`src/rtl/rtc_bus_pkg.sv`:
```
// Shared definitions for the RTC multiplexed A/D bus cycle generators.
// Covers state encoding, default phase timing and bus idle levels.
package rtc_bus_pkg;

  typedef enum logic [3:0] {
    ST_IDLE    = 4'd0,
    ST_A_SETUP = 4'd1,
    ST_A_PULSE = 4'd2,
    ST_A_HOLD  = 4'd3,
    ST_GAP     = 4'd4,
    ST_D_SETUP = 4'd5,
    ST_D_PULSE = 4'd6,
    ST_D_HOLD  = 4'd7,
    ST_DONE    = 4'd8
  } rtc_state_e;

  localparam int TIMER_W = 6;

  localparam int DEF_T_SETUP = 2;
  localparam int DEF_T_PULSE = 4;
  localparam int DEF_T_HOLD  = 2;
  localparam int DEF_T_GAP   = 2;

  localparam logic CS_IDLE = 1'b1;
  localparam logic WR_IDLE = 1'b1;
  localparam logic RD_IDLE = 1'b1;
  localparam logic AD_ADDR = 1'b0;
  localparam logic AD_DATA = 1'b1;

  function automatic logic timing_ok(input int t);
    return (t >= 1) && (t <= 63);
  endfunction

  // A phase of t cycles loads t-1, because the zero cycle is part of the phase.
  function automatic logic [TIMER_W-1:0] load_of(input int t);
    return TIMER_W'(t - 1);
  endfunction

endpackage

```
`src/rtl/rtc_phase_timer.sv`:
```
// Loadable 6-bit down-counter that times each bus phase.
// It stops at zero and flags zero so the FSM knows a phase has run out.
module rtc_phase_timer import rtc_bus_pkg::*; (
  input  logic               clk,
  input  logic               reset,
  input  logic               load,
  input  logic [TIMER_W-1:0] load_value,
  output logic               zero
);

  logic [TIMER_W-1:0] count_q;

  always_ff @(posedge clk or negedge reset) begin
    if (!reset) begin
      count_q <= '0;
    end else if (load) begin
      count_q <= load_value;
    end else if (count_q != '0) begin
      count_q <= count_q - 1'b1;
    end
  end

  assign zero = (count_q == '0);

endmodule

```
`src/rtl/rtc_write_cycle.sv`:
```
// One RTC register write: address phase, CS gap, then data phase on the A/D bus.
// Every bus output is registered and decoded from the next state.
module rtc_write_cycle import rtc_bus_pkg::*; #(
  parameter int T_SETUP = DEF_T_SETUP,
  parameter int T_PULSE = DEF_T_PULSE,
  parameter int T_HOLD  = DEF_T_HOLD,
  parameter int T_GAP   = DEF_T_GAP
) (
  input  logic       clk,
  input  logic       reset,
  input  logic       start,
  input  logic [7:0] addr,
  input  logic [7:0] data,
  output logic       cs_n,
  output logic       ad_n,
  output logic       wr_n,
  output logic       rd_n,
  output logic [7:0] bus_out,
  output logic       bus_oe,
  output logic       busy,
  output logic       done
);

  generate
    if (!timing_ok(T_SETUP) || !timing_ok(T_PULSE) ||
        !timing_ok(T_HOLD)  || !timing_ok(T_GAP)) begin : g_bad_timing
      $error("rtc_write_cycle: timing parameters must lie in 1..63");
    end
  endgenerate

  rtc_state_e         state_q, state_d;
  logic [7:0]         addr_q, data_q;
  logic               accept;
  logic               timer_load;
  logic [TIMER_W-1:0] timer_value;
  logic               timer_zero;

  logic       cs_d, ad_d, wr_d, oe_d, busy_d, done_d;
  logic [7:0] bus_d, addr_sel;

  rtc_phase_timer u_timer (
    .clk        (clk),
    .reset      (reset),
    .load       (timer_load),
    .load_value (timer_value),
    .zero       (timer_zero)
  );

  always_comb begin
    state_d     = state_q;
    accept      = 1'b0;
    timer_load  = 1'b0;
    timer_value = '0;
    case (state_q)
      ST_IDLE: if (start) begin
        state_d = ST_A_SETUP; accept = 1'b1;
        timer_load = 1'b1; timer_value = load_of(T_SETUP);
      end
      ST_A_SETUP: if (timer_zero) begin
        state_d = ST_A_PULSE; timer_load = 1'b1; timer_value = load_of(T_PULSE);
      end
      ST_A_PULSE: if (timer_zero) begin
        state_d = ST_A_HOLD; timer_load = 1'b1; timer_value = load_of(T_HOLD);
      end
      ST_A_HOLD: if (timer_zero) begin
        state_d = ST_GAP; timer_load = 1'b1; timer_value = load_of(T_GAP);
      end
      ST_GAP: if (timer_zero) begin
        state_d = ST_D_SETUP; timer_load = 1'b1; timer_value = load_of(T_SETUP);
      end
      ST_D_SETUP: if (timer_zero) begin
        state_d = ST_D_PULSE; timer_load = 1'b1; timer_value = load_of(T_PULSE);
      end
      ST_D_PULSE: if (timer_zero) begin
        state_d = ST_D_HOLD; timer_load = 1'b1; timer_value = load_of(T_HOLD);
      end
      ST_D_HOLD: if (timer_zero) begin
        state_d = ST_DONE; timer_load = 1'b1; timer_value = '0;
      end
      ST_DONE: begin
        state_d = ST_IDLE; timer_load = 1'b1; timer_value = '0;
      end
      default: state_d = ST_IDLE;
    endcase
  end

  // On the accept edge the latch is still being written, so the bus takes addr directly.
  assign addr_sel = accept ? addr : addr_q;

  always_comb begin
    cs_d   = CS_IDLE;
    ad_d   = AD_DATA;
    wr_d   = WR_IDLE;
    oe_d   = 1'b0;
    busy_d = (state_d != ST_IDLE);
    done_d = (state_d == ST_DONE);
    bus_d  = bus_out;
    case (state_d)
      ST_A_SETUP, ST_A_PULSE, ST_A_HOLD: begin
        cs_d = 1'b0; ad_d = AD_ADDR; oe_d = 1'b1; bus_d = addr_sel;
        wr_d = (state_d == ST_A_PULSE) ? 1'b0 : WR_IDLE;
      end
      ST_D_SETUP, ST_D_PULSE, ST_D_HOLD: begin
        cs_d = 1'b0; ad_d = AD_DATA; oe_d = 1'b1; bus_d = data_q;
        wr_d = (state_d == ST_D_PULSE) ? 1'b0 : WR_IDLE;
      end
      default: ;
    endcase
  end

  always_ff @(posedge clk or negedge reset) begin
    if (!reset) begin
      state_q <= ST_IDLE;
      addr_q  <= '0;
      data_q  <= '0;
      cs_n    <= CS_IDLE;
      ad_n    <= AD_DATA;
      wr_n    <= WR_IDLE;
      bus_out <= '0;
      bus_oe  <= 1'b0;
      busy    <= 1'b0;
      done    <= 1'b0;
    end else begin
      state_q <= state_d;
      if (accept) begin
        addr_q <= addr;
        data_q <= data;
      end
      cs_n    <= cs_d;
      ad_n    <= ad_d;
      wr_n    <= wr_d;
      bus_out <= bus_d;
      bus_oe  <= oe_d;
      busy    <= busy_d;
      done    <= done_d;
    end
  end

  assign rd_n = RD_IDLE;

endmodule
```
`config.mk`:
```
export PLATFORM = sky130hd
export DESIGN_NAME = rtc_write_cycle
export DESIGN_NICKNAME = d
export VERILOG_FILES = /design/src/rtl/rtc_bus_pkg.sv /design/src/rtl/rtc_phase_timer.sv /design/src/rtl/rtc_write_cycle.sv
export SDC_FILE = /design/constraint.sdc
export NUM_CORES = 1
export LEC_CHECK = 0
export CORE_MARGIN = 2
export CORE_UTILIZATION = 56
export DETAILED_ROUTE_END_ITERATION = 12
export GPL_TIMING_DRIVEN = 0
export PLACE_DENSITY = 0.84
export REMOVE_ABC_BUFFERS = 1
export SYNTH_ARGS = -nofsm -noshare
export SYNTH_HDL_FRONTEND = slang
export SYNTH_SLANG_ARGS = --single-unit
```
`constraint.sdc`:
```
create_clock -name clk -period 5.5 [get_ports clk]
set_clock_uncertainty 0.2 [all_clocks]
set_input_delay 0.825 -clock clk [delete_from_list [all_inputs] [get_ports clk]]
set_output_delay 0.825 -clock clk [all_outputs]
set_load 0.005 [all_outputs]
```
## After elaboration in Yosys (flattened, before gate mapping)

Cells that the tools add are included.
W data, S select, Z words.

| word-level totals | value |
|---|---|
| bits in read-only memories | 0 |
| bits of input ports | 19 |
| memories | 0 |
| flip-flop bits (word level) | 40 |
| output and inout port bits | 15 |
| word-level logic and storage cells | 66 |
| latch bits | 0 |
| bits in writable memories | 0 |

| operators by class | value |
|---|---|
| $add $sub $neg | 1 |
| muxes and demuxes | 27 |
| multipliers | 0 |
| $lt $le $gt $ge | 0 |
| bitwise gates (word level) | 0 |
| shifts and indexed selects | 0 |
| eq/ne operators | 15 |
| div/mod/pow operators | 0 |
| reduce and logical (&&, ||, !) cells | 12 |

Operators by type and width:

| operator | count |
|---|---|
| $mux W4 | 8 |
| $pmux W4 S8 | 1 |
| $eq A4 B3 Y1 const B | 7 |
| $eq A4 B2 Y1 const B | 4 |
| $pmux W8 S2 | 1 |
| $mux W6 | 2 |
| $mux W1 | 10 |
| $eq A4 B1 Y1 const B | 2 |
| $eq A4 B4 Y1 const B | 2 |
| $mux W8 | 1 |
| $reduce_or A7 Y1 | 1 |
| $logic_not A6 Y1 | 1 |
| $pmux W2 S3 | 1 |
| $reduce_bool A6 Y1 | 1 |
| $reduce_or A3 Y1 | 2 |
| $reduce_or A6 Y1 | 1 |
| $sub A6 B1 Y6 const B | 1 |
| $logic_not A4 Y1 | 1 |
| $reduce_bool A2 Y1 | 2 |
| $reduce_bool A4 Y1 | 1 |
| $reduce_or A4 Y1 | 1 |
| $pmux W1 S3 | 1 |
| $mux W2 | 1 |
| $pmux W1 S2 | 1 |
| $reduce_or A2 Y1 | 1 |

## Longest topological paths before layout

Gate-level depths: netlist of run 1.

| depth | value |
|---|---|
| depth in word-level cells | 6 |
| mapped depth | 6 |
| gate-level depth less buffers | 6 |

## Hierarchy

Synthesis of run 1 repeated with hierarchy kept, for this count alone.

| second synthesis, totals | value |
|---|---|
| cell total of the unflattened synthesis | 175 |
| area, all modules | 1930.6 um^2 |

By module, submodules not included:

| module | area each (um^2) | seq. area each (um^2) | cells an instance | times used |
|---|---|---|---|---|
| rtc_write_cycle | 1551.5 | 854.6 | 134 | 1 |
| rtc_phase_timer | 379.1 | 150.1 | 41 | 1 |

## Worst setup path before layout of run 1

OpenSTA, ideal clock, no wires.

| path | value |
|---|---|
| path type | reg2reg |
| start | register u_timer.count_q[0] |
| end | register u_timer.count_q[0] |
| setup slack | 3.386 ns |
| stages on the path, launching flop included | 7 |
| setup time | 0.147 ns |
| arrival time | 1.767 ns |
| path buffers | 0 |
| clock period less this slack | 2.114 ns |
| required time | 5.153 ns |
| cell sequence | dfrtp_1 inv_1 ha_1 or4b_2 a211oi_1 mux2_2 a222oi_1 |

| on the way | value |
|---|---|
| word-level cells in the longest chain between the ends | 4 |
| elaborated cells between the ends (all ways) | 11 |
| those cells by class | add/sub: 1; mux: 7; reduce/logical: 3 |

Ends and longest elaborated chain:

| what | line | source |
|---|---|---|
| start, declared | rtc_phase_timer.sv:11 | `logic [TIMER_W-1:0] count_q;` |
| start signal, assigned | rtc_phase_timer.sv:17 | `count_q <= load_value;` |
| start signal, assigned | rtc_phase_timer.sv:19 | `count_q <= count_q - 1'b1;` |
| branches (longest 4 deep; another with $sub A6 B1 Y6) | - |  |

Several ways; the timed one is not identified. The select of a mux whose other input is x is not followed.
A chain may end at the register's enable or synchronous reset.

## Final worst setup path of run 1

| path | value |
|---|---|
| start | register u_timer.count_q[0] |
| end | register bus_out[7] |

| on the way | value |
|---|---|
| word-level cells in the longest chain between the ends | 6 |
| elaborated cells between the ends (all ways) | 19 |
| those cells by class | eq/ne: 6; mux: 9; reduce/logical: 4 |

Ends and longest elaborated chain:

| what | line | source |
|---|---|---|
| $logic_not A6 Y1 (*) | rtc_phase_timer.sv:23 | `assign zero = (count_q == '0);` |
| $mux W4, or another cell as far along | rtc_write_cycle.sv:77 | `ST_D_HOLD: if (timer_zero) begin` |
| $pmux W4 S8 (*) | rtc_write_cycle.sv:54 | `case (state_q)` |
| $eq A4 B3 Y1, or another cell as far along | rtc_write_cycle.sv:98 | `case (state_d)` |
| $reduce_or A3 Y1 | - |  |
| $pmux W8 S2 / $reduce_bool A2 Y1 (equally long branches) | - |  |
| end signal, assigned | rtc_write_cycle.sv:132 | `bus_out <= bus_d;` |
| end, declared | rtc_write_cycle.sv:18 | `output logic [7:0] bus_out,` |

Every way passes the cells marked *; elsewhere a longest branch is shown, timed or not.

==> results of run 1 <==
[final cells by class]
class | count | area [um2] | area share, %
Inverter | 13 | 48.8 | 2.08
Clock inverter | 1 | 5.00 | 0.214
Multi-Input combinational cell | 122 | 867 | 37.0
Clock buffer | 7 | 45.0 | 1.92
Sequential cell | 40 | 1000 | 42.9
Timing Repair Buffer | 32 | 315 | 13.5
Tap cell | 46 | 57.6 | 2.46
[placed cells by master, fill, tap and decap left out, drive strengths merged, types with 2 or more instances in the layout]
master	count
nor3	4
mux2	15
nand3	7
o32ai	7
dfstp	3
nor2	11
dfrtp	37
and3	6
a21o	5
o31ai	2
a21boi	4
or3	4
a21oi	14
o21ai	4
clkdlybuf4s50	31
a211oi	10
inv	13
clkbuf	7
nand2	13
nand2b	2
[state kept, by name (all words and copies together), names as in the netlist]
| register | flops |
|---|---|
| done | 1 |
| busy | 1 |
| bus_out | 8 |
| wr_n | 1 |
| u_timer.count_q | 6 |
| state_q | 4 |
| bus_oe | 1 |
| ad_n | 1 |
| cs_n | 1 |
| data_q | 8 |
| addr_q | 8 |
[synth_stat cells, types with 2 or more instances]
master    number
nor3_1         4
a21oi_1       14
buf_2          3
o21ai_0        4
or3_1          4
a211oi_1       9
nor2_1        11
a21boi_0       3
o31ai_1        2
mux2_2        15
nand3_1        7
dfrtp_1       37
nand2_1       11
inv_1         13
nand2_2        2
o32ai_1        7
a21o_1         5
clkbuf_1       5
dfstp_2        3
nand2b_1       2
and3_1         6
[per-stage QoR]
stage,area (um2),power (W),std cells,hold slack (ns)
after detailed placement,2290,0.00109,253,0.267
final,2340,0.00123,261,0.292
after global placement,2300,0.00106,253,0.252
after global routing,2340,0.00132,261,0.312
after floorplan,1920,0.000886,175,0.240
after CTS,2340,0.00123,261,0.295
[critical path: stages (launching register included)]
cell,delay [ns]
dfrtp_1,0.43
inv_1,0.11
ha_1,0.25
nor4b_4,0.49
a21boi_2,0.14
a211oi_2,0.59
o32ai_1,0.20
[per-layer routing]
layer | routed length, um | up-vias
met5 | 0 | -
met4 | 63 | 0
met3 | 213 | 7
met2 | 2000 | 46
met1 | 1790 | 768
li1 | - | 732
[power by group]
| group | switching, W | total [W] | internal (W) |
|---|---|---|---|
| Sequential | 0.000115 | 0.000551 | 0.000435 |
| Combinational | 0.000243 | 0.000537 | 0.000294 |
| Clock | 0.0000934 | 0.000143 | 0.0000499 |
[path summary, 6_finish.rpt]
kind | slack, ns | to | startpoint | cells after the start
max in group asynchronous | 4.19 | u_timer.count_q[4] | reset | 1
setup reg to reg | 2.94 | bus_out[7] | u_timer.count_q[0] | 6
min in group asynchronous | 0.37 | addr_q[2] | reset | 1
setup / recovery | 2.94 | bus_out[7] | u_timer.count_q[0] | 6
hold / removal | 0.29 | addr_q[5] | addr_q[5] | 2
hold reg to reg | 0.29 | addr_q[5] | addr_q[5] | 2
[kinds of logic after synthesis]
kind of cell	after synthesis	synth area share, %
compound gates	49	17.5
flops	40	50.9
fa+ha+maj	1	0.634
buf+inv	23	5.14
other cells	1	0.190
mux	16	9.07
xor+xnor	1	0.444
simple gates	54	16.1
==> results.py, run 1 <==
metrics = {
    "outcome": {
        "outcome": "complete, no violations",
    },
    "cts": {
        "cts_root_buffer": "clkbuf_4",
        "cts_tree": "done",
        "cts_num_sinks": 40,
        "clkTransAtPathRegs_ns": 0.11,
        "hold_buffers": 0,
        "clock_latency_ns": 0.35,
        "h-tree-depth": 2,
        "clock_path_buffers": 2,
        "cts_buffers": 5,
        "post_cts_resized": 0,
        "postCtsSetupRepairBufs": 0,
    },
    "floorplan": {
        "initial_utilization_pct": 58.7,
        "num_rows": 21,
        "io_pins": 34,
        "core_um2": 3360,
        "die_x_um": 63.4,
        "die_area_um2": 4010,
        "dieHeight_um": 63.4,
    },
    "finish": {
        "fillers": 280,
        "final_util_pct": 69.7,
        "drive_gt1_share_pct": 15.8,
        "areaGrowthSynthToFinish_pct": 18.8,
        "num_antenna_cells": 0,
        "nets": 234,
    },
    "global_routing": {
        "grtUsageMet1_pct": 29.5,
        "grtUsageMet3_pct": 6.25,
        "grt_overflow_total": 0,
        "track_usage_pct": 22.0,
        "grt_max_degree": 41,
        "top_usage_layer": "met2",
        "grt_pass1_wl_mm": 6.92,
        "grtUsageMet2_pct": 34.1,
        "antenna_found_initial": 0,
        "grt_pass1_vias": 1514,
    },
    "synthesis": {
        "yosys.area.top_type": "dfrtp_1",
        "seq_area_frac_synth_pct": 50.9,
        "ys_async_sr_fraction_pct": 100,
        "yosys_warnings": 0,
        "ys_ff_latch": 40,
        "synth_ff_type": "dfrtp_1",
        "synth_area_leaders": "dfrtp_1 47%, mux2_2 8.6%, dfstp_2 4.0%",
        "syn_area_per_cell_um2": 10.7,
        "synth-edff-count": 0,
        "synthCells": 185,
        "synth_top_area_share_pct": 46.9,
        "post_synth_num_cell_types": 39,
        "syn-cell-area_um2": 1970,
    },
    "pwr": {
        "p_per_area_nw_per_um2": 525,
        "leakage_nw": 1.03,
        "peakVddDrop_uv": 316,
    },
    "drt": {
        "detail-route-antenna-nets": 0,
        "routed_wl_mm": 4.06,
        "vias": 1553,
        "drt_iter0_markers": 105,
        "viasPerCell": 5.95,
        "drc": 0,
        "firstDrtPassIters": 6,
        "wire_per_inst_um": 15.6,
    },
    "hold_path": {
        "hold_path.class": "reg2reg",
    },
    "setup_path": {
        "crit_type": "reg2reg",
        "crit_path_start_kind": "register",
        "crit_path_end_kind": "register",
        "cp_max_fo": 8,
        "cp.required_ns": 5.50,
        "critPathArrivalTime_ns": 2.56,
    },
    "job": {
        "maxCapViolCount": 0,
    },
    "place": {
        "gp_congestion": 0.810,
        "pre_cts_slack_ns": 2.62,
        "dpl.hpwl_mm": 2.94,
        "port_buffers": 32,
    },
    "sta": {
        "finalMaxSlewViolations": 0,
        "max_freq_ghz": 0.390,
        "rsz0062_at_grt": "false",
        "finalCritPeriodShare_pct": 46.6,
        "max_slew_margin_pct": 43.0,
        "hold_viol": 0,
        "min_period_ns": 2.56,
        "setup_tns_ns": 0,
        "setup_violations": 0,
        "tightestPinTransition_ns": 0.856,
        "setup_ws_ns": 2.94,
    },
}
Note: power is estimated with default switching activity, not from simulation.
==> inputs of run 2 (changes only) <==
Settings changed: CORE_UTILIZATION 56 to 47, PLACE_DENSITY 0.84 to 0.75.
Clock period 5.5 ns to 2.2 ns, I/O delays scaled along.
==> results.py, run 2 (synthesis gave the netlist of run 1 again) <==
metrics = {
    "outcome": {
        "outcome": "complete, no violations",
    },
    "floorplan": {
        "die_x_um": 68.8,
        "initial_utilization_pct": 49.0,
        "num_rows": 23,
        "dieHeight_um": 68.8,
        "core_um2": 4030,
        "die_area_um2": 4730,
        "io_pins": 34,
    },
    "drt": {
        "drc": 0,
        "wire_per_inst_um": 15.5,
        "detail-route-antenna-nets": 0,
        "viasPerCell": 5.68,
        "firstDrtPassIters": 4,
        "routed_wl_mm": 4.15,
        "drt_iter0_markers": 81,
        "vias": 1523,
    },
    "sta": {
        "finalMaxSlewViolations": 0,
        "setup_violations": 0,
        "setup_ws_ns": 0.0863,
        "max_slew_margin_pct": 43.6,
        "fin_hold_ws_ns": 0.276,
        "finalCritPeriodShare_pct": 96.1,
        "min_period_ns": 2.11,
        "hold_viol": 0,
        "tightestPinTransition_ns": 0.846,
        "max_freq_ghz": 0.473,
    },
    "finish": {
        "num_antenna_cells": 0,
        "final_util_pct": 62.1,
        "fin_area_um2": 2500,
        "multiInputGateArea_um2": 933,
        "drive_gt1_share_pct": 22.5,
        "register_area_um2": 1000,
        "layout_common_cells": "37 x dfrtp_1, 31 x clkdlybuf4s50_1, 15 x mux2_2, 14 x a21oi_1, 13 x inv_1",
        "fillers": 352,
        "areaGrowthSynthToFinish_pct": 26.8,
        "nets": 237,
        "final_common_cell": "dfrtp_1",
        "reg.largest.list": "addr_q (8), bus_out (8), data_q (8)",
    },
    "pwr": {
        "leakage_nw": 1.08,
        "peakVddDrop_uv": 640,
        "p_per_area_nw_per_um2": 1380,
        "finalPower_w": 0.00346,
    },
    "place": {
        "dpl.hpwl_mm": 2.85,
        "gp_congestion": 0.842,
        "placed_cell_area_um2": 2300,
        "port_buffers": 32,
        "pre_cts_slack_ns": -0.296,
    },
    "setup_path": {
        "crit_path_start_kind": "register",
        "cp_max_fo": 8,
        "crit_type": "reg2reg",
        "crit_path_end_kind": "register",
        "cp.required_ns": 2.17,
        "critPathArrivalTime_ns": 2.09,
    },
    "cts": {
        "clock_path_buffers": 2,
        "cts_tree": "done",
        "cts_buffers": 5,
        "cts_num_sinks": 40,
        "h-tree-depth": 2,
        "clkTransAtPathRegs_ns": 0.07,
        "clock_latency_ns": 0.29,
        "cts_root_buffer": "clkbuf_8",
    },
    "global_routing": {
        "track_usage_pct": 19.2,
        "grt_overflow_total": 0,
        "grt_max_degree": 41,
        "grt_pass1_vias": 1397,
        "antenna_found_initial": 0,
        "grt_pass1_wl_mm": 6.64,
    },
    "hold_path": {
        "hold_path.class": "reg2reg",
    },
    "job": {
        "maxCapViolCount": 0,
    },
}
-- run 2: cell types whose count changed in the layout (fill, tap and decap cells not counted), moves of 2 or more --
cell      previous run  this run
a21o_1               5         3
a21o_2               0         2
clkbuf_4             5         0
clkbuf_8             0         5
nor2_1              11         9
nor2_2               0         2
o32ai_1              7         2
o32ai_2              0         5
-- run 2: repair_timing --
| action | in CTS | in global routing |
|---|---|---|
| setup endpoints to repair | 16 | 8 |
| gates cloned | 0 | 0 |
| buffers inserted | 1 | 1 |
| hold buffers | 1 | 0 |
| pin swaps | 0 | 1 |
| resized for setup | 5 | 10 |
| endpoints found under the hold margin | 37 | 0 |
-- run 2: final timing paths --
| check | end | depth (start not counted) | startpoint | slack, ns |
|---|---|---|---|---|
| hold / removal | addr_q[5] | 2 | addr_q[5] | 0.28 |
| setup / recovery | bus_out[7] | 7 | u_timer.count_q[0] | 0.09 |
| hold reg to reg | addr_q[5] | 2 | addr_q[5] | 0.28 |
| max in group asynchronous | addr_q[6] | 2 | reset | 0.79 |
| setup reg to reg | bus_out[7] | 7 | u_timer.count_q[0] | 0.09 |
| min in group asynchronous | u_timer.count_q[3] | 2 | reset | 0.48 |
-- run 2: through the flow --
step | cells | setup TNS (ns)
floorplan | 175 | 0
global placement | 257 | -15.34
finish | 268 | 0
CTS | 267 | 0
global route | 268 | -0.0520
detailed placement | 257 | -2.53
-- run 2: critical path, cell delays in order (launching register included) --
cell     delay [ns]
dfrtp_1        0.41
inv_1          0.10
ha_2           0.24
nor4b_4        0.22
buf_6          0.17
nand3_1        0.24
a21oi_1        0.30
o32ai_2        0.11
-- run 2: final cells by class --
type | count | share of cell area (%)
Inverter | 13 | 1.95
Clock buffer | 6 | 2.90
Multi-Input combinational cell | 122 | 37.3
Timing Repair Buffer | 35 | 13.8
Tap cell | 50 | 2.50
Clock inverter | 2 | 1.40
Sequential cell | 40 | 40.2
-- run 2: per-layer routing --
metal	track usage (%)	part of all wire, %
met5	0	0
met4	7.35	1.7
met3	5.52	5.8
met2	30.2	50
met1	25.1	43
-- run 2: report_power, final --
| part | total, W | switching (W) | internal, W |
|---|---|---|---|
| clock | 0.000579 | 0.000242 | 0.000336 |
| sequential | 0.00139 | 0.000297 | 0.00109 |
| combinational | 0.00150 | 0.000662 | 0.000833 |
| total | 0.00346 | 0.00120 | 0.00226 |
